<file path="src/rtl/lb_uart_rx.sv">
`default_nettype none
// ============================================================================
// Module   : lb_uart_rx
// Brief    : Oversampled UART receiver (8N1 by default) with single-entry
//            holding register, sticky frame-error / overrun flags.
// Revision : 1.0 - initial release
// ============================================================================
module lb_uart_rx #(
  parameter int DATA_BITS  = 8,
  parameter int OVERSAMPLE = 16
) (
  input  logic                 clk,
  input  logic                 reset,
  input  logic                 baudTick,
  input  logic                 rx,
  input  logic                 cs,
  input  logic                 rdAck,
  output logic [DATA_BITS-1:0] rxData,
  output logic                 dataValid,
  output logic                 frameError,
  output logic                 overrun,
  output logic                 busy
);

  localparam int c_TICK_W = (OVERSAMPLE > 1) ? $clog2(OVERSAMPLE) : 1;
  localparam int c_BIT_W  = (DATA_BITS > 1) ? $clog2(DATA_BITS) : 1;
  localparam logic [c_TICK_W-1:0] c_TICK_MID  = c_TICK_W'(OVERSAMPLE / 2 - 1);
  localparam logic [c_TICK_W-1:0] c_TICK_LAST = c_TICK_W'(OVERSAMPLE - 1);
  localparam logic [c_BIT_W-1:0]  c_BIT_LAST  = c_BIT_W'(DATA_BITS - 1);

  typedef enum logic [2:0] {
    S_IDLE      = 3'd0,
    S_START     = 3'd1,
    S_DATA      = 3'd2,
    S_STOP      = 3'd3,
    S_WAIT_IDLE = 3'd4
  } state_t;

  state_t                r_state;
  state_t                w_state_nxt;
  logic [1:0]            r_sync;
  logic [c_TICK_W-1:0]   r_tick_cnt;
  logic [c_TICK_W-1:0]   w_tick_nxt;
  logic [c_BIT_W-1:0]    r_bit_cnt;
  logic [c_BIT_W-1:0]    w_bit_nxt;
  logic [DATA_BITS-1:0]  r_shift;
  logic [DATA_BITS-1:0]  w_shift_nxt;
  logic [DATA_BITS-1:0]  w_shift_in;
  logic [DATA_BITS-1:0]  r_rx_data;
  logic                  r_data_valid;
  logic                  r_frame_error;
  logic                  r_overrun;
  logic                  w_rxs;
  logic                  w_ack;
  logic                  w_frame_good;
  logic                  w_frame_bad;

  assign w_rxs = r_sync[1];
  assign w_ack = rdAck & ~cs;

  // LSB arrives first, so each new sample enters at the MSB and shifts down.
  generate
    if (DATA_BITS > 1) begin : g_shift_multi
      assign w_shift_in = {w_rxs, r_shift[DATA_BITS-1:1]};
    end else begin : g_shift_single
      assign w_shift_in = w_rxs;
    end
  endgenerate

  always_ff @(posedge clk or negedge reset) begin
    if (!reset) begin
      r_sync     <= 2'b11;
      r_state    <= S_IDLE;
      r_tick_cnt <= '0;
      r_bit_cnt  <= '0;
      r_shift    <= '0;
    end else begin
      r_sync     <= {r_sync[0], rx};
      r_state    <= w_state_nxt;
      r_tick_cnt <= w_tick_nxt;
      r_bit_cnt  <= w_bit_nxt;
      r_shift    <= w_shift_nxt;
    end
  end

  always_comb begin
    w_state_nxt  = r_state;
    w_tick_nxt   = r_tick_cnt;
    w_bit_nxt    = r_bit_cnt;
    w_shift_nxt  = r_shift;
    w_frame_good = 1'b0;
    w_frame_bad  = 1'b0;
    if (baudTick) begin
      case (r_state)
        S_IDLE: begin
          if (!w_rxs) begin
            w_state_nxt = S_START;
            w_tick_nxt  = '0;
          end
        end
        S_START: begin
          if (r_tick_cnt == c_TICK_MID) begin
            w_tick_nxt = '0;
            w_bit_nxt  = '0;
            // A start bit that is high again at mid-bit is treated as noise.
            w_state_nxt = w_rxs ? S_IDLE : S_DATA;
          end else begin
            w_tick_nxt = r_tick_cnt + c_TICK_W'(1);
          end
        end
        S_DATA: begin
          if (r_tick_cnt == c_TICK_LAST) begin
            w_tick_nxt  = '0;
            w_shift_nxt = w_shift_in;
            if (r_bit_cnt == c_BIT_LAST) begin
              w_bit_nxt   = '0;
              w_state_nxt = S_STOP;
            end else begin
              w_bit_nxt = r_bit_cnt + c_BIT_W'(1);
            end
          end else begin
            w_tick_nxt = r_tick_cnt + c_TICK_W'(1);
          end
        end
        S_STOP: begin
          if (r_tick_cnt == c_TICK_LAST) begin
            w_tick_nxt = '0;
            if (w_rxs) begin
              w_frame_good = 1'b1;
              w_state_nxt  = S_IDLE;
            end else begin
              w_frame_bad = 1'b1;
              w_state_nxt = S_WAIT_IDLE;
            end
          end else begin
            w_tick_nxt = r_tick_cnt + c_TICK_W'(1);
          end
        end
        S_WAIT_IDLE: begin
          if (w_rxs) begin
            w_state_nxt = S_IDLE;
          end
        end
        default: begin
          w_state_nxt = S_IDLE;
          w_tick_nxt  = '0;
          w_bit_nxt   = '0;
        end
      endcase
    end
  end

  // Holding register: an acknowledge in the completion clock frees the slot
  // for the new byte instead of flagging an overrun.
  always_ff @(posedge clk or negedge reset) begin
    if (!reset) begin
      r_rx_data     <= '0;
      r_data_valid  <= 1'b0;
      r_frame_error <= 1'b0;
      r_overrun     <= 1'b0;
    end else begin
      if (w_frame_good && (!r_data_valid || w_ack)) begin
        r_rx_data    <= r_shift;
        r_data_valid <= 1'b1;
      end else if (w_ack) begin
        r_data_valid <= 1'b0;
      end

      if (w_ack) begin
        r_overrun <= 1'b0;
      end else if (w_frame_good && r_data_valid) begin
        r_overrun <= 1'b1;
      end

      if (w_frame_bad) begin
        r_frame_error <= 1'b1;
      end else if (w_ack) begin
        r_frame_error <= 1'b0;
      end
    end
  end

  assign rxData     = r_rx_data;
  assign dataValid  = r_data_valid;
  assign frameError = r_frame_error;
  assign overrun    = r_overrun;
  assign busy       = (r_state != S_IDLE);

endmodule
`default_nettype wire

</file>
<file path="config.mk">
export PLATFORM = sky130hd
export DESIGN_NAME = lb_uart_rx
export DESIGN_NICKNAME = d
export VERILOG_FILES = /design/src/rtl/lb_uart_rx.sv
export SDC_FILE = /design/constraint.sdc
export NUM_CORES = 1
export LEC_CHECK = 0
export BUFFER_PORTS_ARGS = -buffer_cell sky130_fd_sc_hd__buf_2
export CAP_MARGIN = 30
export CELL_PAD_IN_SITES_DETAIL_PLACEMENT = 1
export CELL_PAD_IN_SITES_GLOBAL_PLACEMENT = 2
export CORE_AREA = 4 4 69 71
export CTS_BUF_LIST = sky130_fd_sc_hd__clkbuf_8
export DETAILED_ROUTE_END_ITERATION = 16
export DIE_AREA = 0 0 73 75
export PLACE_DENSITY_LB_ADDON = 0.1
export SYNTH_ARGS = -nofsm -noshare
export SYNTH_HDL_FRONTEND = slang
export SYNTH_SLANG_ARGS = --single-unit
export TNS_END_PERCENT = 5
</file>
<file path="constraint.sdc">
create_clock -name clk -period 1.8 [get_ports clk]
set_input_delay 0.36 -clock clk [delete_from_list [all_inputs] [get_ports clk]]
set_output_delay 0.36 -clock clk [all_outputs]
set_load 0.1 [all_outputs]
</file>
* After elaboration in Yosys (flattened, before gate mapping)
Cells that the tools add are included.
** Word-level totals
- Logic and storage cells :: 73
- Register bits :: 31
- Output and inout port bits :: 12
** Operators by class
- Eq/ne operators :: 13
- Bitwise gates (word level) :: 4
- Reduce and logical (&&, ||, !) cells :: 15
- Add/sub/neg operators :: 2
- Multiplexer cells :: 30
** Operator list (count)
- $mux 3 :: 10
- $pmux 4 s4 :: 1
- $pmux 3 s5 :: 1
- $mux 1 :: 13
- $mux 4 :: 3
- $ne 2x2->1 const B :: 6
- $pmux 3 s3 :: 1
- $reduce_and 7->1 :: 1
- $eq 3x2->1 const B :: 2
- $eq 3x3->1 const B :: 2
- $reduce_and 3->1 :: 2
- $reduce_bool 2->1 :: 3
- $add 4x1->4 const B :: 1
- $eq 4x3->1 const B :: 1
- $eq 4x4->1 const B :: 1
- $reduce_and 4->1 :: 1
- $add 3x1->3 const B :: 1
- $eq 3x1->1 const B :: 1
- $logic_not 3->1 :: 1
- $not 1->1 :: 3
- $reduce_bool 3->1 :: 1
- $reduce_or 3->1 :: 1
- $logic_and 1x1->1 :: 2
- $mux 2 :: 1
- other kinds (4) :: 4

* Logic depth before layout (Yosys ltp)
Gate-level depths: netlist (run 1).
- Depth in word-level cells :: 7
- Mapped depth :: 6
- Depth with buffers taken out :: 5

* Least setup slack after synthesis (run 1)
Ideal clock, no wire load.
- Kind :: flip-flop to flip-flop
- From :: register r_tick_cnt[0]
- To :: register r_rx_data[0], in the netlist rxData[0]
- Setup time :: 0.126 ns
- Data arrival time :: 1.699 ns
- Buffers on the path :: 1
- Stages on the path, launching flop included :: 7
- Path slack :: -0.025 ns
- Data required time :: 1.674 ns
- Path through :: dfrtp_1 -> ha_1 -> nand4_2 -> and4bb_1 -> and3_4 -> buf_12 -> mux2_4
** On the way
- Longest elaborated chain between the ends :: 5
** Ends and longest elaborated chain
- start, declared :: line 42 : logic [c_TICK_W-1:0] r_tick_cnt;
- start signal, assigned :: line 80 : r_tick_cnt <= w_tick_nxt;
- $eq 4x4->1 :: line 126 : if (r_tick_cnt == c_TICK_LAST) begin
- $mux 1 :: line 126
- $mux 1 :: line 94 : case (r_state)
- $mux 1 :: line 93 : if (baudTick) begin
- $logic_and 1x1->1 :: line 162 : if (w_frame_good && (!r_data_valid || w_ack)) begin
- end signal, assigned :: line 163 : r_rx_data <= r_shift;
- end, declared :: line 49 : logic [DATA_BITS-1:0] r_rx_data;
Every way passes these cells.
A chain may end at the register's enable or synchronous reset.

* Final worst setup path (run 1)
- From :: register r_tick_cnt[1]
- To :: register r_state[0]
** On the way
- Longest elaborated chain between the ends :: 3
- Elaborated cells on any way between the ends :: 6
- Those cells by class :: eq/ne: 5; reduce/logical: 1
** Ends and longest elaborated chain
- $eq 4x4->1 or $eq 4x3->1 (tied branches) :: line 112, 126, 102
- $ne 2x2->1 (no source line)
- $reduce_and 7->1 (no source line) (*)
- end signal, assigned :: line 79 : r_state <= w_state_nxt;
- end, declared :: line 39 : state_t r_state;
Every way passes the cells marked *; elsewhere a longest branch is shown, timed or not.

==> impl_metrics.yaml, run 1 <==
outcome:
  status: "finished, final reports clean"
timing:
  tns_ns: 0
  worstMarginPinSlew_ns: 0.4875
  skew_ns: 0.007626
  setup_viol: 0
  rsz0062_at_grt: "true"
  period_needed_ns: 1.788
  slew_headroom_pct: 67.72
  hold_violations: 0
  finalCritPeriodShare_pct: 99.36
  clock.fmax_ghz: 0.5591
  holdWs_ns: 0.09606
  finalMaxSlewViolations: 0
power_and_ir_drop:
  comb_power_share_pct: 35.6
  p_total_w: 0.002283
  pwr-share-clk_pct: 23.1
  p_per_area_nw_per_um2: 1244
  ir_worst_vdd_uv: 614.8
  switching_share_pct: 35.79
  leakage_nw: 0.9255
  p_seq_share_pct: 41.3
  p_int_w: 0.001466
  p_sw_w: 0.0008171
placement:
  place_hpwl_um: 2172
  gp_congestion: 0.7101
  portBuffers: 17
  dpl_cell_area_um2: 1732
logic_synthesis:
  syn_inst: 121
  yosysTopAreaCell: "dfrtp_1"
  synth-warning-count: 0
  synth_cell_type_count: 38
  synth_flop_cell: "dfrtp_1"
  synth-seq-area-share_pct: 51.45
  synth-edff-count: 0
  synth.area.top_cells: "dfrtp_1, mux2_4, mux2_2"
  synth_top_area_share_pct: 47.97
  yosysMostFrequentCell: "dfrtp_1"
  synth_nets: 130
  async_reset_ff_share_pct: 100.0
  synth_common_cells: "dfrtp_1, nand2_1, mux2_2"
  synth_area_um2: 1513
  synth_seq_cells: 31
  syn_avg_cell_area_um2: 12.50
clock_network:
  cts_buffers: 5
  tritoncts: "built"
  htreeDepth: 2
  clk_path_buf_depth: 2
  cts_hold_buffers: 0
  cts_root_buffer: "clkbuf_8"
  path_clk_slew_ns: 0.07
  cts.sinks: 31
  clock_latency_ns: 0.28
route:
  antenna_left: 0
  firstDrtPassIters: 3
  via_per_inst: 4.884
  wire_per_inst_um: 14.65
  drc: 0
  vias: 1011
  drt_wl_total_um: 3033
  drt-initial-drc-count: 11
global_routing:
  overflow: 0
  grt_pass1_vias: 1075
  use_met2_pct: 22.14
  top_usage_layer: "met2"
  grtUsageTotal_pct: 12.88
  grt_pass1_wl_um: 5175
  grt_util_met1_pct: 14.27
  grt_antenna_before_repair: 0
  grt_max_degree: 32
  met3_usage_pct: 4.005
floorplanning:
  die-area_um2: 5475
  dieHeight_um: 75
  row_count: 24
  initial_core_util_pct: 35.73
  fp.dieW_um: 73
  io_pins: 18
  coreArea_um2: 4234
flow_run:
  cap_violations: 0
final_layout:
  fin_nets: 163
  drive_gt1_share_pct: 47.74
  antennaDiodeCount: 0
  fillerInstances: 472
  regArea_um2: 779.5
  multiInputGateArea_um2: 648.1
  areaGrowthSynthToFinish_pct: 21.34
  fin_area_um2: 1836
worst_setup_path:
  cp.required_ns: 1.97
  reg2reg_slack_ns: 0.01
  cp_cell_sequence: "ha_4 -> nor4bb_1 -> or4_4 -> nand2_2 -> mux2_2"
  rr_endpoint: "r_state[0]$_DFFE_PN0P_"
  worstSetupEndpointType: "flop"
  rr_worst_depth: 5
  crit_fanout: 5
  max_stage_delay_ns: 0.54
  crit_type: "reg -> reg"
  critPathSlowestCell: "or4_4"
  startpoint_type: "flop"
  crit_arrival_ns: 1.95
  r2r_start: "r_tick_cnt[1]$_DFFE_PN0P_"
worst_hold_path:
  hold_class: "in -> async"
[critical path, delay by kind of cell, from the launching register on]
| family | cells | cell delay, ns |
|---|---|---|
| flops | 1 | 0.41 |
| mux | 1 | 0.32 |
| simple gates | 3 | 0.76 |
| fa+ha+maj | 1 | 0.19 |
[cells by family (layout without fill, tap and decap cells)]
logic type	after synthesis	count (layout)	synth area share [%]
simple gates	37	37	14.47
flops	31	31	51.45
buf+inv	13	47	6.700
mux	21	21	17.37
compound gates	16	16	7.527
fa+ha+maj	3	3	2.482
[layer usage]
metal | share of wire [%] | vias up
li1 | - | 493
met1 | 44 | 498
met2 | 51 | 14
met3 | 2.9 | 6
met4 | 2.2 | 0
met5 | 0 | -
[stage by stage]
stage | utilization, % | cells | setup slack [ns]
final | 43.35 | 207 | 0.01154
after floorplan | - | 121 | 0.006512
after CTS | 43.11 | 206 | 0.002732
after global routing | 43.35 | 207 | -0.03840
after detailed placement | 40.90 | 198 | 0.008378
after global placement | 40.90 | 198 | 0.04310
[power by group through the flow]
stage | logic (W) | registers (W) | clock network (W)
floorplan | 0.000617 | 0.000876 | 0
CTS | 0.000814 | 0.000940 | 0.000561
global placement | 0.000779 | 0.000931 | 0
detailed placement | 0.000803 | 0.000942 | 0
finish | 0.000813 | 0.000944 | 0.000527
global route | 0.000904 | 0.000959 | 0.000589
[repair_timing]
item	in CTS	in global routing
setup buffers	0	1
pin swaps	0	2
gates resized for setup	1	1
setup endpoints to repair	1	9
[cells in the final DEF (no fill, tap or decap), types with 2 or more instances in the layout]
| cell | instances |
|---|---|
| a31oi_1 | 3 |
| nand2_1 | 13 |
| mux2i_1 | 3 |
| mux2_4 | 8 |
| nor3b_1 | 2 |
| buf_2 | 16 |
| buf_12 | 2 |
| inv_1 | 5 |
| clkinv_2 | 3 |
| mux2_2 | 10 |
| nor2_1 | 5 |
| nor3_1 | 3 |
| ha_1 | 2 |
| nor2_2 | 2 |
| buf_4 | 16 |
| clkbuf_8 | 5 |
| dfrtp_1 | 28 |
| a21oi_1 | 3 |
| dfstp_2 | 2 |
| o21ai_0 | 2 |
[worst max path at each step]
stage / startpoint / endpoint / slack (ns) / depth (start not counted)
after global routing: r_tick_cnt[0]$_DFFE_PN0P_ / r_state[0]$_DFFE_PN0P_ / -0.04 / 5
after detailed placement: r_tick_cnt[1]$_DFFE_PN0P_ / r_state[0]$_DFFE_PN0P_ / 0.008 / 5
after global placement: r_tick_cnt[0]$_DFFE_PN0P_ / r_state[0]$_DFFE_PN0P_ / 0.04 / 5
after CTS: r_tick_cnt[1]$_DFFE_PN0P_ / r_state[0]$_DFFE_PN0P_ / 0.003 / 5
after floorplan: r_tick_cnt[0]$_DFFE_PN0P_ / rxData[0]$_DFFE_PN0P_ / 0.007 / 6
final: r_tick_cnt[1]$_DFFE_PN0P_ / r_state[0]$_DFFE_PN0P_ / 0.01 / 5
[layout make-up]
cell class	instances	share of cell area, %
Sequential cell	31	42.47
Multi-Input combinational cell	77	35.31
Timing Repair Buffer	34	13.09
Clock buffer	5	3.749
Tap cell	52	3.545
Inverter	5	1.022
Clock inverter	3	0.8180
[flip-flops by register name, indices dropped and copies added, names as in the netlist]
| name | count |
|---|---|
| r_tick_cnt | 4 |
| r_sync | 2 |
| frameError | 1 |
| dataValid | 1 |
| r_shift | 8 |
| r_state | 3 |
| overrun | 1 |
| rxData | 8 |
| r_bit_cnt | 3 |
No activity file was read; power rests on OpenSTA's default activity.
==> run 2: changes to the inputs <==
- SETUP_SLACK_MARGIN: unset -> 0.4
==> run 2 against run 1 <==
  * Maximum frequency is 1.3% higher
  * Sequential power is 0.4% higher
  * Die area stayed put
  * Sequential cell count stayed put
  * Clock skew hardly changed
  * Clock power is 34% higher
  * Core utilization is 1.6 points higher
  * Critical path depth stayed put
  * Clock-buffer cell count is 1 higher
  * Highest routed layer unchanged
  * Power is 10% higher
  * Combinational power is 5.5% higher
==> impl_metrics.yaml, run 2 (synthesis gave the netlist of run 1 again) <==
worst_setup_path:
  reg2reg_slack_ns: 0.04
  max_stage_delay_ns: 0.54
  cp.required_ns: 1.97
  crit_buf_inv: 0
  crit_fanout: 6
  r2r_start: "r_tick_cnt[0]$_DFFE_PN0P_"
  startpoint_type: "flop"
  critPathSlowestCell: "or4_4"
  rr_worst_depth: 5
  crit_type: "reg -> reg"
  worst-path-stages: 5
  cp_cell_sequence: "ha_4 -> nor4bb_1 -> or4_4 -> nand2_2 -> mux2_4"
  crit_arrival_ns: 1.94
  rr_endpoint: "r_state[0]$_DFFE_PN0P_"
  critPathTopFamily: "simple AND/OR/NAND/NOR gates"
  worstSetupEndpointType: "flop"
route:
  antenna_left: 0
  via_per_inst: 4.928
  drt-initial-drc-count: 50
  vias: 1025
  drc: 0
  firstDrtPassIters: 4
  drt_wl_total_um: 3050
  wire_per_inst_um: 14.66
power_and_ir_drop:
  leakage_nw: 0.9403
  pwr-share-clk_pct: 28.1
  p_sw_w: 0.0008464
  p_int_w: 0.001666
  p_per_area_nw_per_um2: 1319
  ir_worst_vdd_uv: 514.7
  p_seq_share_pct: 37.7
  comb_power_share_pct: 34.2
  switching_share_pct: 33.69
global_routing:
  grtUsageTotal_pct: 12.83
  grt_max_degree: 23
  grt_pass1_wl_um: 5181
  overflow: 0
  grt_pass1_vias: 1076
  grt_antenna_before_repair: 0
placement:
  gp_congestion: 0.7951
  dpl.cell_count: 196
  place_hpwl_um: 2231
  portBuffers: 17
  dpl_cell_area_um2: 1717
outcome:
  status: "finished, final reports clean"
clock_network:
  cts_root_buffer: "clkbuf_8"
  htreeDepth: 2
  clk_path_buf_depth: 2
  cts_buffers: 5
  clock_latency_ns: 0.28
  tritoncts: "built"
  cts.sinks: 31
  path_clk_slew_ns: 0.07
flow_run:
  cap_violations: 0
timing:
  clock.fmax_ghz: 0.5666
  slew_headroom_pct: 67.25
  worstMarginPinSlew_ns: 0.4913
  period_needed_ns: 1.765
  skew_ns: 0.007966
  finalCritPeriodShare_pct: 98.05
  setup_viol: 0
  rsz0062_at_grt: "true"
  hold_violations: 0
  finalMaxSlewViolations: 0
final_layout:
  areaGrowthSynthToFinish_pct: 25.89
  fin_cells: 208
  fillerInstances: 462
  fin_nets: 164
  layout_common_cells: "dfrtp_1, buf_4, buf_2, nand2_1, mux2_4"
  final_common_cell: "dfrtp_1"
  drive_gt1_share_pct: 50.00
  antennaDiodeCount: 0
  fin_area_um2: 1904
floorplanning:
  coreArea_um2: 4234
  fp.dieW_um: 73
  die-area_um2: 5475
  io_pins: 18
  initial_core_util_pct: 35.73
  dieHeight_um: 75
  row_count: 24
worst_hold_path:
  hold_class: "in -> async"
run 2: metal layers:
layer | share of wire [%] | global-route usage (%) | vias up
met5 | 0 | 0 | -
met4 | 2.2 | 6.762 | 0
met3 | 3.9 | 4.005 | 8
met2 | 50 | 22.24 | 16
met1 | 44 | 14.05 | 507
li1 | - | - | 494
run 2: power by group through the flow:
stage / sequential [W] / clock [W] / combinational (W)
3_5_place_dp: 0.000949 / 0 / 0.000779
2_1_floorplan: 0.000884 / 0 / 0.000629
6_report: 0.000948 / 0.000706 / 0.000858
3_3_place_gp: 0.000944 / 0 / 0.000765
5_1_grt: 0.000969 / 0.000755 / 0.000938
4_1_cts: 0.000935 / 0.000729 / 0.000797
run 2: what timing repair did:
item,4_1_cts,5_1_grt
endpoints found under the setup margin,38,41
gates cloned,0,0
pin swaps,1,6
hold buffers,0,0
gates resized for setup,0,9
setup buffers,1,3
run 2: worst max path at each step:
stage	slack, ns	end	startpoint
2_1_floorplan	0.06	r_state[0]$_DFFE_PN0P_	r_tick_cnt[0]$_DFFE_PN0P_
6_report	0.04	r_state[0]$_DFFE_PN0P_	r_tick_cnt[0]$_DFFE_PN0P_
3_5_place_dp	0.008	rxData[5]$_DFFE_PN0P_	r_tick_cnt[1]$_DFFE_PN0P_
4_1_cts	0.02	rxData[1]$_DFFE_PN0P_	r_tick_cnt[1]$_DFFE_PN0P_
3_3_place_gp	0.02	r_state[0]$_DFFE_PN0P_	r_tick_cnt[1]$_DFFE_PN0P_
5_1_grt	-0.05	rxData[0]$_DFFE_PN0P_	r_tick_cnt[0]$_DFFE_PN0P_
run 2: final cells by class:
cell class / count / area, µm² / area share (%)
Sequential cell: 31 / 782.0 / 41.06
Clock buffer: 6 / 82.58 / 4.336
Timing Repair Buffer: 35 / 239.0 / 12.55
Clock inverter: 2 / 35.03 / 1.840
Tap cell: 52 / 65.06 / 3.417
Multi-Input combinational cell: 77 / 681.9 / 35.81
Inverter: 5 / 18.77 / 0.9855
run 2: through the flow:
| stage | hold slack (ns) | setup WS (ns) | setup TNS (ns) | total power, W | util (%) |
|---|---|---|---|---|---|
| after floorplan | 0.06441 | 0.05514 | 0 | 0.001513 | - |
| after global placement | 0.3474 | 0.02454 | 0 | 0.001709 | 40.54 |
| after detailed placement | 0.3520 | 0.007524 | 0 | 0.001728 | 40.54 |
| after CTS | 0.04796 | 0.01509 | 0 | 0.002461 | 43.50 |
| after global routing | 0.06660 | -0.04584 | -0.3265 | 0.002662 | 44.98 |
| final | 0.03335 | 0.03513 | 0 | 0.002512 | 44.98 |
==> run 3: changes to the inputs <==
- CORE_AREA: 4 4 69 71 -> 4 4 67 69
- DIE_AREA: 0 0 73 75 -> 0 0 71 73
- clock period: 1.8 -> 2 ns (I/O delays scaled with it)
==> run 3 against run 2 <==
  * Critical path type unchanged
  * Via count decreased by 3.9%
  * Largest cell class unchanged
  * Largest power group unchanged
  * Clock-buffer cell count did not move
  * Power decreased by 20%
  * Combinational power decreased by 28%
==> impl_metrics.yaml, run 3 (synthesis gave the netlist of run 1 again) <==
floorplanning:
  io_pins: 18
  coreArea_um2: 3914
  dieHeight_um: 73
  initial_core_util_pct: 38.65
  die-area_um2: 5183
  fp.dieW_um: 71
  row_count: 23
timing:
  setup_viol: 0
  finalMaxSlewViolations: 0
  hold_violations: 0
  clock.fmax_ghz: 0.5511
  rsz0062_at_grt: "true"
  holdWs_ns: 0.1462
  skew_ns: 0.006920
  period_needed_ns: 1.815
  tns_ns: 0
  slew_headroom_pct: 55.14
  worstMarginPinSlew_ns: 0.6730
  finalCritPeriodShare_pct: 90.73
worst_setup_path:
  crit_fanout: 5
  worst-path-stages: 5
  crit_start: "r_tick_cnt[1]$_DFFE_PN0P_"
  crit_path_end: "r_state[0]$_DFFE_PN0P_"
  cp_cell_sequence: "ha_4 -> and4_1 -> or4_4 -> nand2_2 -> mux2_4"
  cp.required_ns: 2.16
  r2r_start: "r_tick_cnt[1]$_DFFE_PN0P_"
  crit_arrival_ns: 1.98
  reg2reg_slack_ns: 0.19
  worstSetupEndpointType: "flop"
  critPathSlowestCell: "or4_4"
  crit_type: "reg -> reg"
  max_stage_delay_ns: 0.52
  crit_buf_inv: 0
  rr_endpoint: "r_state[0]$_DFFE_PN0P_"
  startpoint_type: "flop"
  rr_worst_depth: 5
  critPathTopFamily: "simple AND/OR/NAND/NOR gates"
route:
  antenna_left: 0
  firstDrtPassIters: 4
  drc: 0
  via_per_inst: 5.051
  vias: 985
  wire_per_inst_um: 14.76
  drt-initial-drc-count: 21
  drt_wl_total_um: 2879
global_routing:
  grtUsageTotal_pct: 12.87
  grt_pass1_wl_um: 5002
  grt_max_degree: 32
  grt_antenna_before_repair: 0
  grt_pass1_vias: 1048
  overflow: 0
clock_network:
  htreeDepth: 2
  cts_buffers: 5
  cts_root_buffer: "clkbuf_8"
  clk_path_buf_depth: 2
  cts_hold_buffers: 0
  path_clk_slew_ns: 0.06
  tritoncts: "built"
  clock_latency_ns: 0.28
  cts.sinks: 31
flow_run:
  cap_violations: 0
final_layout:
  fillerInstances: 438
  fin_nets: 153
  layout_common_cells: "dfrtp_1, buf_2, nand2_1, mux2_2, mux2_4"
  finish.utilization_pct: 44.76
  fin_area_um2: 1752
  fin_cells: 195
  areaGrowthSynthToFinish_pct: 15.80
  antennaDiodeCount: 0
  final_common_cell: "dfrtp_1"
  drive_gt1_share_pct: 45.52
power_and_ir_drop:
  leakage_nw: 0.8754
  ir_worst_vdd_uv: 494.6
  p_per_area_nw_per_um2: 1141
placement:
  gp_congestion: 0.7480
  portBuffers: 17
  dpl_cell_area_um2: 1624
  place_hpwl_um: 2061
  dpl.cell_count: 184
worst_hold_path:
  hold_class: "in -> async"
outcome:
  status: "finished, final reports clean"
## run 3: changes by cell type in the layout (fill, tap and decap cells not counted), sizes merged
cell / before / now
inv: 5 / 6
bufinv: 1 / 0
buf: 35 / 24
## run 3: cell type report
cell class / count / area (µm²) / share of cell area [%]
Multi-Input combinational cell: 77 / 656.9 / 37.50
Sequential cell: 31 / 782.0 / 44.64
Tap cell: 50 / 62.56 / 3.571
Clock inverter: 2 / 8.758 / 0.5000
Clock buffer: 6 / 82.58 / 4.714
Timing Repair Buffer: 24 / 140.1 / 8.000
Inverter: 5 / 18.77 / 1.071
## run 3: repair_timing
action / 4_1_cts / 5_1_grt
pin swaps: 3 / 0
setup endpoints to repair: 22 / 22
gates resized for setup: 3 / 2
buffers inserted: 3 / 0
## run 3: worst register-to-register path, delay by kind of cell, from the launching register on
family / cells / cell delay, ns
adders and majority gates: 1 / 0.19
DFF: 1 / 0.42
muxes: 1 / 0.29
and+or+nand+nor: 3 / 0.80
## run 3: metrics by stage
stage | power [W] | worst slack [ns]
global route | 0.002140 | 0.1323
CTS | 0.002018 | 0.1797
detailed placement | 0.001447 | 0.1800
finish | 0.001998 | 0.1854
global placement | 0.001424 | 0.2067
floorplan | 0.001362 | 0.2551
## run 3: worst min-delay path by stage
| stage | start | endpoint | slack [ns] | cells after the start |
|---|---|---|---|---|
| finish | reset | rxData[1]$_DFFE_PN0P_ | 0.15 | 1 |
| global route | rx | r_sync[0]$_DFF_PN1_ | 0.20 | 1 |
| CTS | reset | rxData[1]$_DFFE_PN0P_ | 0.17 | 1 |
| detailed placement | r_sync[0]$_DFF_PN1_ | r_sync[1]$_DFF_PN1_ | 0.36 | 0 |
| global placement | r_sync[0]$_DFF_PN1_ | r_sync[1]$_DFF_PN1_ | 0.35 | 0 |
| floorplan | reset | dataValid$_DFFE_PN0P_ | 0.10 | 0 |
## run 3: per-layer routing
metal / share of wire [%] / up-vias / routed length (µm) / global-route usage (%)
met2: 50 / 15 / 1442 / 21.32
met5: 0 / - / 0 / 0
met4: 2.0 / 0 / 59 / 5.637
li1: - / 470 / - / -
met1: 43 / 494 / 1244 / 14.76
met3: 4.6 / 6 / 133 / 5.096
## run 3: where the power goes
part	total (W)	switching [W]	internal (W)
combinational	0.000617	0.000329	0.000288
sequential	0.000879	0.000155	0.000724
clock	0.000502	0.000230	0.000272
